--- config.mk ---
export PLATFORM = sky130hd
export DESIGN_NAME = washer_ctrl_gen2
export DESIGN_NICKNAME = d
export VERILOG_FILES = /design/src/rtl/washer_ctrl_gen2.sv
export SDC_FILE = /design/constraint.sdc
export NUM_CORES = 1
export LEC_CHECK = 0
export ABC_AREA = 1
export BUFFER_PORTS_ARGS = -buffer_cell sky130_fd_sc_hd__buf_2
export CAP_MARGIN = 20
export CORE_AREA = 3 3 59 61
export DETAILED_ROUTE_END_ITERATION = 6
export DIE_AREA = 0 0 62 64
export MAX_ROUTING_LAYER = met4
export PLACE_DENSITY_LB_ADDON = 0.2
export SLEW_MARGIN = 20
export SYNTH_ARGS = -nofsm -noshare
export SYNTH_HDL_FRONTEND = slang
export SYNTH_SLANG_ARGS = --single-unit
--- constraint.sdc ---
create_clock -name clk -period 2.81 [get_ports clk]
set_clock_uncertainty 0.15 [all_clocks]
set_input_delay 0.1405 -clock clk [delete_from_list [all_inputs] [get_ports clk]]
set_output_delay 0.1405 -clock clk [all_outputs]
set_load 0.01 [all_outputs]
--- src/rtl/washer_ctrl_gen2.sv ---
// Washing machine cycle controller.
// Runs FILL -> WASH -> DRAIN -> (RFILL -> RINSE -> RDRAIN) x RINSES -> SPIN -> DONE,
// scaling fill and agitate times by the latched load size. An open door freezes
// the active phase and its timer until the door closes again.
module washer_ctrl_gen2 #(
    parameter int LOAD_W    = 2,
    parameter int CNT_W     = 8,
    parameter int FILL_BASE = 4,
    parameter int WASH_BASE = 8,
    parameter int DRAIN_T   = 3,
    parameter int SPIN_T    = 5,
    parameter int RINSES    = 1
) (
    input  logic              clk,
    input  logic              reset,
    input  logic              Start,
    input  logic              Door,
    input  logic [LOAD_W-1:0] load,
    output logic              Agitator,
    output logic              Motor,
    output logic              Pump,
    output logic              Speed,
    output logic              Water,
    output logic              Busy,
    output logic              Paused,
    output logic              Done,
    output logic [3:0]        phase
);

    typedef enum logic [3:0] {
        ST_IDLE   = 4'd0,
        ST_FILL   = 4'd1,
        ST_WASH   = 4'd2,
        ST_DRAIN  = 4'd3,
        ST_RFILL  = 4'd4,
        ST_RINSE  = 4'd5,
        ST_RDRAIN = 4'd6,
        ST_SPIN   = 4'd7,
        ST_DONE   = 4'd8
    } state_t;

    state_t            state_r, state_s;
    logic [CNT_W-1:0]  timer_r, timer_s;
    logic [LOAD_W-1:0] lq_r, lq_s;
    logic [3:0]        rinse_r, rinse_s;
    logic              paused_r, paused_s;
    // {phase[3:0], Water, Agitator, Motor, Pump, Speed, Busy, Paused, Done}
    logic [11:0]       out_r, out_s;

    // Phase length minus one: the value the timer is loaded with on entry.
    function automatic logic [CNT_W-1:0] dur_m1(input state_t st, input logic [LOAD_W-1:0] lq);
        logic [CNT_W-1:0] units;
        logic [CNT_W-1:0] d;
        units = CNT_W'(lq) + CNT_W'(1);
        case (st)
            ST_FILL, ST_RFILL:   d = CNT_W'(FILL_BASE) * units;
            ST_WASH, ST_RINSE:   d = CNT_W'(WASH_BASE) * units;
            ST_DRAIN, ST_RDRAIN: d = CNT_W'(DRAIN_T);
            ST_SPIN:             d = CNT_W'(SPIN_T);
            default:             d = CNT_W'(1);
        endcase
        return d - CNT_W'(1);
    endfunction

    // Phase that follows an active phase once its timer expires.
    function automatic state_t succ(input state_t st, input logic [3:0] rinse);
        state_t n;
        case (st)
            ST_FILL:   n = ST_WASH;
            ST_WASH:   n = ST_DRAIN;
            ST_DRAIN:  n = (RINSES == 0) ? ST_SPIN : ST_RFILL;
            ST_RFILL:  n = ST_RINSE;
            ST_RINSE:  n = ST_RDRAIN;
            ST_RDRAIN: n = (({1'b0, rinse} + 5'd1) < 5'(RINSES)) ? ST_RFILL : ST_SPIN;
            ST_SPIN:   n = ST_DONE;
            default:   n = ST_IDLE;
        endcase
        return n;
    endfunction

    // Actuator/status decode of a state and pause flag; paused phases drive nothing.
    function automatic logic [11:0] decode(input state_t st, input logic p);
        logic w, a, m, pu, sp;
        w  = 1'b0;
        a  = 1'b0;
        m  = 1'b0;
        pu = 1'b0;
        sp = 1'b0;
        if (!p) begin
            case (st)
                ST_FILL, ST_RFILL:   w = 1'b1;
                ST_WASH, ST_RINSE:   begin a = 1'b1; m = 1'b1; end
                ST_DRAIN, ST_RDRAIN: pu = 1'b1;
                ST_SPIN:             begin m = 1'b1; sp = 1'b1; pu = 1'b1; end
                default:             begin end
            endcase
        end else begin
            w = 1'b0;
        end
        return {4'(st), w, a, m, pu, sp, (st != ST_IDLE), p, (st == ST_DONE)};
    endfunction

    // Next-state logic: start latching, door freeze, timer countdown and phase advance.
    always_comb begin
        state_s  = state_r;
        timer_s  = timer_r;
        lq_s     = lq_r;
        rinse_s  = rinse_r;
        paused_s = 1'b0;
        case (state_r)
            ST_IDLE: begin
                if (Start && !Door) begin
                    state_s = ST_FILL;
                    lq_s    = load;
                    rinse_s = 4'd0;
                    timer_s = dur_m1(ST_FILL, load);
                end else begin
                    state_s = ST_IDLE;
                end
            end
            ST_DONE: begin
                state_s = ST_IDLE;
                timer_s = {CNT_W{1'b0}};
            end
            ST_FILL, ST_WASH, ST_DRAIN, ST_RFILL, ST_RINSE, ST_RDRAIN, ST_SPIN: begin
                // An open door wins over both decrement and advance.
                if (Door) begin
                    paused_s = 1'b1;
                end else if (timer_r != {CNT_W{1'b0}}) begin
                    timer_s = timer_r - CNT_W'(1);
                end else begin
                    state_s = succ(state_r, rinse_r);
                    timer_s = dur_m1(succ(state_r, rinse_r), lq_r);
                    if (state_r == ST_RDRAIN) begin
                        rinse_s = rinse_r + 4'd1;
                    end else begin
                        rinse_s = rinse_r;
                    end
                end
            end
            default: begin
                state_s = ST_IDLE;
                timer_s = {CNT_W{1'b0}};
            end
        endcase
    end

    // Output vector precomputed from next state so outputs come straight from flops.
    always_comb begin
        out_s = decode(state_s, paused_s);
    end

    // State, timer, latched load, rinse count, pause flag and output registers.
    always_ff @(posedge clk or posedge reset) begin
        if (reset) begin
            state_r  <= ST_IDLE;
            timer_r  <= {CNT_W{1'b0}};
            lq_r     <= {LOAD_W{1'b0}};
            rinse_r  <= 4'd0;
            paused_r <= 1'b0;
            out_r    <= 12'd0;
        end else begin
            state_r  <= state_s;
            timer_r  <= timer_s;
            lq_r     <= lq_s;
            rinse_r  <= rinse_s;
            paused_r <= paused_s;
            out_r    <= out_s;
        end
    end

    assign {phase, Water, Agitator, Motor, Pump, Speed, Busy, Paused, Done} = out_r;

endmodule

==> results.rst, run 1 <==
.. list-table::
   :header-rows: 1

   * - Metric
     - Value
   * - Pin count of the biggest net entering global routing
     - 27
   * - Crit Path Class
     - flip-flop to flip-flop
   * - Antenna violations before repair
     - 0
   * - Area Overhead vs Synth
     - 13.7%
   * - # clock sinks
     - 26
   * - Critical path fanouts, max
     - 6
   * - Die Y
     - 64 um
   * - Rel. slew slack
     - 77.4%
   * - Combinational share of power
     - 55.0%
   * - Depth of the worst hold-timing path
     - 3
   * - Worst reg2reg setup slack
     - about 360 ps
   * - Final instance area
     - 1970 um^2
   * - Result of the run
     - finished, final reports clean
   * - Met3 Track Usage GR
     - under 10%
   * - Overall Global Routing Usage
     - 19.9%
   * - Chip Width
     - 62 um
   * - H-tree levels
     - 1
   * - Total of endpoints with negative setup slack in the final report
     - 0
   * - Yosys cell types
     - 34
   * - Count of max-cap constraint violations
     - 0
   * - Power density of the placed cells
     - ~950 nW/um^2
   * - Top cell type's share of synthesized area
     - between 30 and 40%
   * - Instance count of the mapped netlist
     - 214
   * - Highest-utilization routing layer at the global route stage
     - met2
   * - Vias in the first global route
     - between 1k and 1.5k
   * - Number of routed nets with antenna violations
     - 0
   * - Post-CTS Repair Setup Buffers
     - 0
   * - Clock transition at the register clock pins on the worst setup and hold paths after CTS
     - 160 ps
   * - Std-Cell Core Area
     - 3030 um^2
   * - End point of the most critical hold path
     - out_r[1]$_DFF_PP0_
   * - Violation count after the first detailed-routing iteration
     - 63
   * - Worst min path class
     - input port to flip-flop
   * - Net switching power
     - 0.000895 W
   * - Sequential-to-total area share from yosys stat
     - 37.5%
   * - DRT Pass-1 Iters
     - 4
   * - Number of port buffers
     - 17
   * - Unrepaired setup endpoints after global routing
     - false
   * - Buffer cell driving the clock tree root
     - sky130_fd_sc_hd__clkbuf_4
   * - Post-synth ARST share
     - 100%
   * - Boundary Pins
     - 18
   * - Setup TNS
     - 0 ps
   * - Reg area
     - 651 um^2
   * - Number of CTS-inserted buffers
     - 3
   * - Slew at the pin closest to its max-slew limit
     - roughly 340 ps
   * - Crit path DAT
     - about 2600 ps
   * - Depth of the most critical reg-to-reg path
     - 17
   * - Multi-input gate area in the final layout
     - roughly 900 um^2
   * - Placed cell area
     - 1870 um^2
   * - Capturing point of the worst reg2reg path
     - timer_r[6]$_DFFE_PP0P_
   * - Routed length per placed instance
     - 12.1 um
   * - Clock tree from TritonCTS
     - built
   * - Peak Freq
     - roughly 0.41 GHz
   * - Internal Pwr Total
     - 0.000975 W
   * - Initial cell density of the core
     - between 50% and 60%
   * - Worst hold start
     - Door
   * - Flop pwr share
     - 30.8%
   * - Standby leakage power
     - approximately 1.0 nW
   * - Clock latency reported for the late side of the worst-skew pair
     - 330 ps
   * - Most area-consuming cells after synthesis
     - sky130_fd_sc_hd__dfrtp_1, sky130_fd_sc_hd__nand2_1, sky130_fd_sc_hd__inv_1, sky130_fd_sc_hd__nand3_1, sky130_fd_sc_hd__o21ai_0
   * - Total number of placement rows
     - 20
   * - Critical Path Start Type
     - flip-flop
   * - Vias per cell
     - 5.01
   * - Average cell area after synthesis
     - approximately 8.1 um^2
   * - Number of enable-type register cells in the synthesized netlist
     - 0
   * - Final Net Count
     - 251
   * - Global-route wire length before repair
     - 5.86 mm
   * - Total overflow reported by the global router
     - 0
   * - Final max-slew violation count
     - 0
   * - Critical path endpoint category
     - flip-flop
   * - Diodes inserted
     - 0
   * - Count of cells resized by post-cts repair
     - 0
   * - Filler cells
     - 260
   * - Synthesized netlist net count
     - 225
   * - Cell Area, Synth
     - between 1500 and 2000 um^2
   * - Hold Buf Count CTS
     - 3
   * - Maximum VDD drop
     - 450 uV
   * - GRT met2 Usage
     - 31.3%
   * - Yosys warning count
     - 0
   * - Routed vias
     - 1418
   * - Final wirelength
     - 3.43 mm
   * - Met1 GRT Util
     - 26.5%
   * - Total half-perimeter wirelength after legalization and detailed placement
     - 2.66 mm
   * - Layout cell share with drive strength beyond 1
     - 26.4%
   * - Switching portion of total power
     - 47.9%
   * - Final Hold Viols
     - 0
   * - Shortest clock period the worst path allows after layout
     - 2450 ps
   * - Part of the power in the clock network
     - 14.3%
   * - Total DRC errors in the routed layout
     - 0
   * - Part of the cycle the worst path needs
     - around 87%
   * - Gpl congestion
     - 0.913
   * - Worst r2r src
     - rinse_r[0]$_DFFE_PP0P_
   * - Max Root-Sink Buffers
     - 2
   * - Flip-flop and latch count after synthesis
     - 26
   * - Die area
     - 3970 um^2
   * - Dominant register cell in the synthesized netlist
     - sky130_fd_sc_hd__dfrtp_1
   * - Critical path required time
     - around 2900 ps
   * - Hold Worst Slack
     - 60.9 ps
   * - Post-synthesis cell type with the largest combined area
     - sky130_fd_sc_hd__dfrtp_1
==> cells in the final DEF (no fill, tap or decap), types with 5 or more instances in the layout <==
cell                      instances
sky130_fd_sc_hd__dfrtp_1         26
sky130_fd_sc_hd__inv_2           10
sky130_fd_sc_hd__nor2_2           5
sky130_fd_sc_hd__nor3_1           5
sky130_fd_sc_hd__a21oi_1          8
sky130_fd_sc_hd__nor2_1          17
sky130_fd_sc_hd__inv_1           30
sky130_fd_sc_hd__nand2_1         37
sky130_fd_sc_hd__buf_2           17
sky130_fd_sc_hd__ha_1             5
sky130_fd_sc_hd__o21ai_0         14
sky130_fd_sc_hd__nand3_1         14
==> through the flow <==
stage	worst slack [ps]	total power (W)	util, %	cells
final	363	0.00187	65.1	283
after global routing	39.0	0.00203	65.1	283
after CTS	353	0.00188	64.6	282
after detailed placement	384	0.00161	61.9	275
after global placement	480	0.00160	61.9	275
after floorplan	595	0.00140	-	214
==> cells in the mapped netlist, types with 3 or more instances <==
library cell / count
sky130_fd_sc_hd__nor3_1: 5
sky130_fd_sc_hd__dfrtp_1: 26
sky130_fd_sc_hd__nor2_1: 17
sky130_fd_sc_hd__nand4_1: 4
sky130_fd_sc_hd__inv_1: 30
sky130_fd_sc_hd__o21bai_1: 3
sky130_fd_sc_hd__nand2_1: 37
sky130_fd_sc_hd__nand2_4: 4
sky130_fd_sc_hd__o21ai_1: 4
sky130_fd_sc_hd__nand3_1: 14
sky130_fd_sc_hd__nand2_2: 4
sky130_fd_sc_hd__a21oi_1: 8
sky130_fd_sc_hd__o21ai_0: 14
sky130_fd_sc_hd__inv_2: 10
sky130_fd_sc_hd__nor2_2: 5
sky130_fd_sc_hd__ha_1: 5
==> critical path: stages, from the launching register on <==
cell,delay [ps]
sky130_fd_sc_hd__dfrtp_1,460
sky130_fd_sc_hd__ha_1,310
sky130_fd_sc_hd__inv_1,70
sky130_fd_sc_hd__nand3_1,70
sky130_fd_sc_hd__nor2_1,90
sky130_fd_sc_hd__nand2_1,50
sky130_fd_sc_hd__nand2_1,120
sky130_fd_sc_hd__nand4_2,130
sky130_fd_sc_hd__nand3_1,120
sky130_fd_sc_hd__nand2_1,70
sky130_fd_sc_hd__inv_1,60
sky130_fd_sc_hd__ha_1,150
sky130_fd_sc_hd__inv_1,50
sky130_fd_sc_hd__nor2_2,180
sky130_fd_sc_hd__nand3_2,100
sky130_fd_sc_hd__nand2_1,70
sky130_fd_sc_hd__o21ai_0,70
sky130_fd_sc_hd__nor2_1,80
==> area by class of cell <==
type,count,area share (%)
clock inverter,1,1.52
clock buffer,3,1.14
sequential,26,33.0
inverter,43,9.20
multi-input combinational,145,45.7
tap,44,2.79
timing repair buffer,21,6.60
==> routing by layer <==
| layer | vias to the layer above | routed length [um] |
|---|---|---|
| met5 | - | 0 |
| met4 | 0 | 15 |
| met3 | 2 | 65 |
| met2 | 15 | 1650 |
| met1 | 660 | 1700 |
| li1 | 741 | - |
==> worst max-delay path by stage <==
stage / start / endpoint / depth (start not counted)
3_5_place_dp: rinse_r[0]$_DFFE_PP0P_ / timer_r[6]$_DFFE_PP0P_ / 17
4_1_cts: rinse_r[0]$_DFFE_PP0P_ / timer_r[6]$_DFFE_PP0P_ / 17
5_1_grt: rinse_r[0]$_DFFE_PP0P_ / timer_r[6]$_DFFE_PP0P_ / 18
2_1_floorplan: rinse_r[0]$_DFFE_PP0P_ / timer_r[6]$_DFFE_PP0P_ / 17
3_3_place_gp: rinse_r[0]$_DFFE_PP0P_ / timer_r[6]$_DFFE_PP0P_ / 17
6_report: rinse_r[0]$_DFFE_PP0P_ / timer_r[6]$_DFFE_PP0P_ / 17
==> sequential cells by signal, summed over array words and instances (netlist names) <==
register  count
lq_r          2
out_r        12
rinse_r       4
timer_r       8
==> power groups by stage <==
stage	clock network [W]	registers, W	logic [W]
global placement	0	0.000580	0.00102
floorplan	0	0.000581	0.000817
detailed placement	0	0.000583	0.00103
CTS	0.000270	0.000575	0.00103
global route	0.000283	0.000589	0.00116
finish	0.000267	0.000575	0.00103
==> logic make-up after synthesis <==
| kind of cell | count (synthesis) | synth area share, % |
|---|---|---|
| AND/OR/NAND/NOR | 102 | 34.6 |
| buffers and inverters | 43 | 10.5 |
| AO/OA/AOI/OAI | 37 | 13.3 |
| flip-flops | 26 | 37.5 |
| adder cells (fa/ha/maj) | 5 | 3.61 |
| XOR/XNOR | 1 | 0.505 |
Note: power is estimated with default switching activity, not from simulation.
==> inputs of run 2 (changes only) <==
--- a/config.mk
+++ b/config.mk
@@ -13,6 +13,7 @@
 export DIE_AREA = 0 0 62 64
 export MAX_ROUTING_LAYER = met4
 export PLACE_DENSITY_LB_ADDON = 0.2
+export RECOVER_POWER = 100
 export SLEW_MARGIN = 20
 export SYNTH_ARGS = -nofsm -noshare
 export SYNTH_HDL_FRONTEND = slang
==> results.rst, run 2 (synthesized netlist as in run 1, its figures left out) <==
.. list-table::
   :header-rows: 1

   * - Metric
     - Value
   * - Filler cells
     - 281 (+8.1%)
   * - Clock transition at the register clock pins on the worst setup and hold paths after CTS
     - 160 ps (about the same)
   * - Layout cell share with drive strength beyond 1
     - 16.7% (-9.6 points)
   * - Initial cell density of the core
     - 57.3% (unchanged)
   * - # clock sinks
     - 26 (unchanged)
   * - Critical path fanouts, max
     - 8 (+2)
   * - End point of the most critical hold path
     - out_r[1]$_DFF_PP0_
   * - Part of the cycle the worst path needs
     - 90.0% (+2.9 points)
   * - Total overflow reported by the global router
     - 0 (unchanged)
   * - Overall Global Routing Usage
     - 19.9% (unchanged)
   * - Critical path required time
     - 2900 ps (-40 ps)
   * - Slew at the pin closest to its max-slew limit
     - 1040 ps (+703 ps)
   * - Crit-path slowest cell
     - sky130_fd_sc_hd__o21ai_0
   * - Chip Width
     - 62 um (unchanged)
   * - Biggest register
     - out_r
   * - Worst r2r src
     - timer_r[6]$_DFFE_PP0P_
   * - Die area
     - 3970 um^2 (unchanged)
   * - DRT Pass-1 Iters
     - 4 (unchanged)
   * - Leading cell types in the layout, fill and taps excluded
     - sky130_fd_sc_hd__nand2_1, sky130_fd_sc_hd__inv_1, sky130_fd_sc_hd__dfrtp_1
   * - Count of max-cap constraint violations
     - 0 (unchanged)
   * - Cells along the critical path
     - inv_2 -> nand4_2 -> nor3_4 -> nand2_1 -> o21ai_0 -> nand2_8 -> nand3_1 -> nor2_1 -> or2_1
   * - Global-route wire length before repair
     - 5.86 mm (unchanged)
   * - Shortest clock period the worst path allows after layout
     - 2530 ps (+82.9 ps)
   * - Unrepaired setup endpoints after global routing
     - false
   * - Std-Cell Core Area
     - 3030 um^2 (unchanged)
   * - Violation count after the first detailed-routing iteration
     - 60 (-4.8%)
   * - Routed vias
     - 1415 (-0.21%)
   * - Flip-flop count of the largest register, all copies and words added
     - 12 (unchanged)
   * - Maximum VDD drop
     - 419 uV (-6.8%)
   * - Critical path endpoint category
     - flip-flop
   * - Pin count of the biggest net entering global routing
     - 27 (unchanged)
   * - Antenna violations before repair
     - 0 (unchanged)
   * - Total half-perimeter wirelength after legalization and detailed placement
     - 2.66 mm (unchanged)
   * - Total Power Consumption
     - 0.00181 W (-3.2%)
   * - Largest registers
     - out_r (12), timer_r (8), rinse_r (4)
   * - Crit Path Class
     - flip-flop to flip-flop
   * - Buffer and inverter count on the worst path
     - 1 (-2)
   * - Count of cells resized by post-cts repair
     - 0 (unchanged)
   * - Die Y
     - 64 um (unchanged)
   * - Capturing point of the worst reg2reg path
     - out_r[5]$_DFF_PP0_
   * - Crit path DAT
     - 2620 ps (+40 ps)
   * - Clock tree from TritonCTS
     - built
   * - Total of endpoints with negative setup slack in the final report
     - 0 (unchanged)
   * - Diodes inserted
     - 0 (unchanged)
   * - Buffer cell driving the clock tree root
     - sky130_fd_sc_hd__clkbuf_4
   * - Worst reg2reg setup slack
     - 280 ps (-80 ps)
   * - Number of routed nets with antenna violations
     - 0 (unchanged)
   * - Number of port buffers
     - 17 (unchanged)
   * - Number of CTS-inserted buffers
     - 3 (unchanged)
   * - Critical Path Start Type
     - flip-flop
   * - H-tree levels
     - 1 (unchanged)
   * - Most frequent standard cell in the layout excluding fill and tap cells
     - sky130_fd_sc_hd__nand2_1
   * - Vias in the first global route
     - 1389 (unchanged)
   * - Max Root-Sink Buffers
     - 2 (unchanged)
   * - Total number of placement rows
     - 20 (unchanged)
   * - Depth of the worst hold-timing path
     - 3 (unchanged)
   * - Gpl congestion
     - 0.913 (unchanged)
   * - Largest stage delay on the critical path
     - 620 ps (+160 ps)
   * - Final max-slew violation count
     - 0 (unchanged)
   * - Final Hold Viols
     - 0 (unchanged)
   * - Area Overhead vs Synth
     - 9.38%
   * - Setup TNS
     - 0 ps (unchanged)
   * - Depth of the most critical reg-to-reg path
     - 9 (-8)
   * - Peak Freq
     - 0.395 GHz (-3.3%)
   * - Final Net Count
     - 251 (unchanged)
   * - Routed length per placed instance
     - 12.3 um (+1.3%)
   * - Clock latency reported for the late side of the worst-skew pair
     - 330 ps (about the same)
   * - Worst min path class
     - input port to flip-flop
   * - Vias per cell
     - 5.00 (-0.21%)
   * - Final wirelength
     - 3.47 mm (+1.3%)
   * - Total DRC errors in the routed layout
     - 0 (unchanged)
   * - Result of the run
     - finished, final reports clean
   * - Kind of cell with the highest combined delay on the critical path
     - simple AND/OR/NAND/NOR gates
   * - Worst hold start
     - Door
   * - Standby leakage power
     - 0.976 nW (-6.5%)
   * - Rel. slew slack
     - 30.6% (-47 points)
   * - Boundary Pins
     - 18 (unchanged)
   * - Power density of the placed cells
     - 954 nW/um^2 (+0.63%)
## run 2: cell count changes in the layout (fill, tap and decap cells not counted), moves of 2 or more
cell,before,now
sky130_fd_sc_hd__nor2_2,5,3
sky130_fd_sc_hd__nor2_1,17,20
sky130_fd_sc_hd__inv_1,30,32
sky130_fd_sc_hd__inv_2,10,8
sky130_fd_sc_hd__clkbuf_1,0,13
sky130_fd_sc_hd__buf_2,17,5
sky130_fd_sc_hd__o21ai_0,14,17
sky130_fd_sc_hd__o21ai_2,2,0
## run 2: metal layers
metal	wire [um]	vias up	track usage (%)
met4	15	0	6.37
met1	1740	653	26.5
met5	0	-	-
met3	73	2	1.82
met2	1640	18	31.3
li1	-	742	-
## run 2: timing repair
action,CTS,global route
hold buffers,3,0
endpoints found under the hold margin,28,0
endpoints found under the setup margin,0,0
setup buffers,0,0
## run 2: where the power goes
group	switching (W)	internal [W]
logic	0.000654	0.000313
clock network	0.000124	0.000144
registers	0.0000842	0.000491
## run 2: layout make-up
cell class	instances	area, um^2	area share, %
Timing Repair Buffer	21	104	5.47
Tap cell	44	55.1	2.90
Inverter	43	181	9.56
Clock buffer	3	22.5	1.19
Multi-Input combinational cell	145	853	45.0
Clock inverter	1	30.0	1.58
Sequential cell	26	651	34.3
## run 2: worst min-delay path, stage by stage
cell and delay (ps):
sky130_fd_sc_hd__buf_2 90, sky130_fd_sc_hd__inv_1 170, sky130_fd_sc_hd__nor2_8 80
## run 2: stage by stage
step / instances / hold slack [ps] / utilization (%) / cell area [um^2] / setup WS, ps
2_1_floorplan: 214 / 30.5 / - / 1730 / 595
3_3_place_gp: 275 / 270 / 61.9 / 1870 / 480
3_5_place_dp: 275 / 290 / 61.9 / 1870 / 384
4_1_cts: 282 / 52.1 / 64.6 / 1960 / 353
5_1_grt: 283 / 22.1 / 62.6 / 1900 / 39.0
6_report: 283 / 20.2 / 62.6 / 1900 / 280
## run 2: worst max-delay path by stage
stage	startpoint	end	slack, ps	depth (start not counted)
final	timer_r[6]$_DFFE_PP0P_	out_r[5]$_DFF_PP0_	280	9
after global routing	rinse_r[0]$_DFFE_PP0P_	timer_r[6]$_DFFE_PP0P_	40	18
after CTS	rinse_r[0]$_DFFE_PP0P_	timer_r[6]$_DFFE_PP0P_	350	17
after detailed placement	rinse_r[0]$_DFFE_PP0P_	timer_r[6]$_DFFE_PP0P_	380	17
after global placement	rinse_r[0]$_DFFE_PP0P_	timer_r[6]$_DFFE_PP0P_	480	17
after floorplan	rinse_r[0]$_DFFE_PP0P_	timer_r[6]$_DFFE_PP0P_	590	17
==> inputs of run 3 (changes only) <==
--- a/config.mk
+++ b/config.mk
@@ -8,9 +8,9 @@
 export ABC_AREA = 1
 export BUFFER_PORTS_ARGS = -buffer_cell sky130_fd_sc_hd__buf_2
 export CAP_MARGIN = 20
-export CORE_AREA = 3 3 59 61
+export CORE_AREA = 3 3 62 64
 export DETAILED_ROUTE_END_ITERATION = 6
-export DIE_AREA = 0 0 62 64
+export DIE_AREA = 0 0 65 67
 export MAX_ROUTING_LAYER = met4
 export PLACE_DENSITY_LB_ADDON = 0.2
 export RECOVER_POWER = 100
==> constraint.sdc (replaced) <==
create_clock -name clk -period 2.2 [get_ports clk]
set_clock_uncertainty 0.15 [all_clocks]
set_input_delay 0.11 -clock clk [delete_from_list [all_inputs] [get_ports clk]]
set_output_delay 0.11 -clock clk [all_outputs]
set_load 0.01 [all_outputs]
==> results.rst, run 3 (synthesized netlist as in run 1, its figures left out) <==
.. list-table::
   :header-rows: 1

   * - Metric
     - Value
   * - Result of the run
     - finished, final reports clean
   * - Largest registers
     - out_r (12), timer_r (8), rinse_r (4)
   * - Unrepaired setup endpoints after global routing
     - true
   * - Maximum VDD drop
     - 580 uV (+38%)
   * - Peak Freq
     - 0.461 GHz (+17%)
   * - Flip-flop count of the largest register, all copies and words added
     - 12 (unchanged)
   * - Clock latency reported for the late side of the worst-skew pair
     - 330 ps (about the same)
   * - Multi-input gate area in the final layout
     - 1040 um^2 (+22%)
   * - Total DRC errors in the routed layout
     - 0 (unchanged)
   * - Final max-slew violation count
     - 0 (unchanged)
   * - Kind of cell with the highest combined delay on the critical path
     - simple AND/OR/NAND/NOR gates
   * - Crit Path Class
     - flip-flop to flip-flop
   * - Violation count after the first detailed-routing iteration
     - 66 (+10%)
   * - Final instance area
     - 2220 um^2 (+17%)
   * - Buffer and inverter count on the worst path
     - 1 (unchanged)
   * - Max Root-Sink Buffers
     - 2 (unchanged)
   * - Vias per cell
     - 5.03 (+0.53%)
   * - Final Net Count
     - 269 (+7.2%)
   * - Routed vias
     - 1523 (+7.6%)
   * - Crit path DAT
     - 2260 ps (-360 ps)
   * - Critical Path Most Common Cell
     - sky130_fd_sc_hd__nand2_1
   * - Area Overhead vs Synth
     - 28.2%
   * - Final wirelength
     - 3.87 mm (+11%)
   * - Gpl congestion
     - 0.886 (-3.0%)
   * - Total of endpoints with negative setup slack in the final report
     - 0 (unchanged)
   * - Initial cell density of the core
     - 52.0% (-5.3 points)
   * - Critical path endpoint category
     - flip-flop
   * - Part of the cycle the worst path needs
     - 98.7% (+8.6 points)
   * - Clock tree from TritonCTS
     - built
   * - Filler cells
     - 306 (+8.9%)
   * - Leading cell types in the layout, fill and taps excluded
     - sky130_fd_sc_hd__nand2_1, sky130_fd_sc_hd__inv_1, sky130_fd_sc_hd__dfrtp_1
   * - Hold Worst Slack
     - 23.4 ps (+3.25 ps)
   * - Global-route wire length before repair
     - 6.56 mm (+12%)
   * - Boundary Pins
     - 18 (unchanged)
   * - Final Hold Viols
     - 0 (unchanged)
   * - Critical Path Start Type
     - flip-flop
   * - Rel. slew slack
     - 8.27% (-22 points)
   * - Largest stage delay on the critical path
     - 430 ps (-190 ps)
   * - Total half-perimeter wirelength after legalization and detailed placement
     - 2.77 mm (+3.8%)
   * - Vias in the first global route
     - 1437 (+3.5%)
   * - Cells along the critical path
     - ha_4 -> nand2_1 -> nand3_2 -> nor2_2 -> nand2_2 -> nand2_4 -> nand4_4 -> o21bai_1 -> nand2_1 -> nand2_2 -> nor2_4 -> buf_4 -> o21ai_4 -> nand2_1
   * - Antenna violations before repair
     - 0 (unchanged)
   * - DRT Pass-1 Iters
     - 4 (unchanged)
   * - Biggest register
     - out_r
   * - H-tree levels
     - 1 (unchanged)
   * - Buffer cell driving the clock tree root
     - sky130_fd_sc_hd__clkbuf_4
   * - Post-layout utilization of the core
     - 66.6% (+4.0 points)
   * - Total overflow reported by the global router
     - 0 (unchanged)
   * - Pin count of the biggest net entering global routing
     - 27 (unchanged)
   * - Total number of placement rows
     - 21 (+5.0%)
   * - Slew at the pin closest to its max-slew limit
     - 1380 ps (+335 ps)
   * - # clock sinks
     - 26 (unchanged)
   * - Critical path fanouts, max
     - 4 (-4)
   * - Crit-path slowest cell
     - sky130_fd_sc_hd__dfrtp_1
   * - Die Y
     - 67 um (+4.7%)
   * - Shortest clock period the worst path allows after layout
     - 2170 ps (-359 ps)
   * - Standby leakage power
     - 1.08 nW (+11%)
   * - Number of CTS-inserted buffers
     - 3 (unchanged)
   * - Count of max-cap constraint violations
     - 0 (unchanged)
   * - Placed cell area
     - 1970 um^2 (+4.9%)
   * - Power density of the placed cells
     - 1200 nW/um^2 (+26%)
   * - Number of routed nets with antenna violations
     - 0 (unchanged)
   * - Worst min path class
     - input port to flip-flop
   * - Critical path required time
     - 2290 ps (-610 ps)
   * - Routed length per placed instance
     - 12.8 um (+4.1%)
   * - Layout cell share with drive strength beyond 1
     - 38.9% (+22 points)
   * - Most frequent standard cell in the layout excluding fill and tap cells
     - sky130_fd_sc_hd__nand2_1
   * - Number of port buffers
     - 17 (unchanged)
   * - Std-Cell Core Area
     - 3340 um^2 (+10%)
   * - Clock transition at the register clock pins on the worst setup and hold paths after CTS
     - 150 ps (about the same)
   * - Reg area
     - 656 um^2 (+0.77%)
   * - Diodes inserted
     - 0 (unchanged)
   * - Chip Width
     - 65 um (+4.8%)
   * - Overall Global Routing Usage
     - 20.4% (+0.53 points)
   * - Die area
     - 4360 um^2 (+9.8%)
## run 3: cell types whose count changed in the layout (fill, tap and decap cells not counted), sizes merged
cell,previous run,this run
buf,5,26
bufinv,1,0
clkbuf,16,14
## run 3: where the power goes
part           internal (W)  switching, W  total [W]
Clock              0.000101      0.000149   0.000251
Sequential         0.000630      0.000111   0.000740
Combinational      0.000620       0.00105    0.00167
## run 3: worst paths after layout
kind | slack [ps] | end | depth (start not counted) | start
min in group asynchronous | 610 | rinse_r[3]$_DFFE_PP0P_ | 4 | reset
min | 20 | out_r[1]$_DFF_PP0_ | 3 | Door
min reg2reg | 390 | lq_r[1]$_DFFE_PP0P_ | 2 | lq_r[1]$_DFFE_PP0P_
max | 30 | timer_r[2]$_DFFE_PP0P_ | 14 | rinse_r[1]$_DFFE_PP0P_
max in group asynchronous | 390 | out_r[8]$_DFF_PP0_ | 4 | reset
max reg2reg | 30 | timer_r[2]$_DFFE_PP0P_ | 14 | rinse_r[1]$_DFFE_PP0P_
## run 3: per-stage QoR
step	TNS, ps	setup WS, ps	total power [W]	cells
after floorplan	0	6.01	0.00179	214
after global placement	0	6.75	0.00214	289
after detailed placement	-122	-74.4	0.00216	289
after CTS	-14.8	-14.8	0.00251	299
after global routing	-542	-102	0.00291	303
final	0	29.5	0.00266	303
## run 3: final cells by class
| class | instances | area share (%) |
|---|---|---|
| inverter | 43 | 8.16 |
| sequential | 26 | 29.5 |
| timing repair buffer | 39 | 11.1 |
| tap | 46 | 2.59 |
| clock buffer | 4 | 1.63 |
| multi-input combinational | 145 | 47.0 |
## run 3: tightest hold or removal path: cells and delay by family
kind,cells,cell delay (ps)
buffers and inverters,2,280
and+or+nand+nor,1,90
## run 3: routing by layer
metal	global-route usage [%]	share of wire, %	up-vias
li1	-	-	785
met2	32.3	50	26
met5	-	0	-
met3	3.20	4.2	4
met4	8.18	1.4	0
met1	26.2	44	708
## run 3: repair_timing
action | 4_1_cts | 5_1_grt
endpoints found under the hold margin | 28 | 0
pin swaps | 8 | 19
hold buffers | 3 | 0
setup endpoints to repair | 2 | 12
gates resized for setup | 12 | 35
buffers inserted | 3 | 5
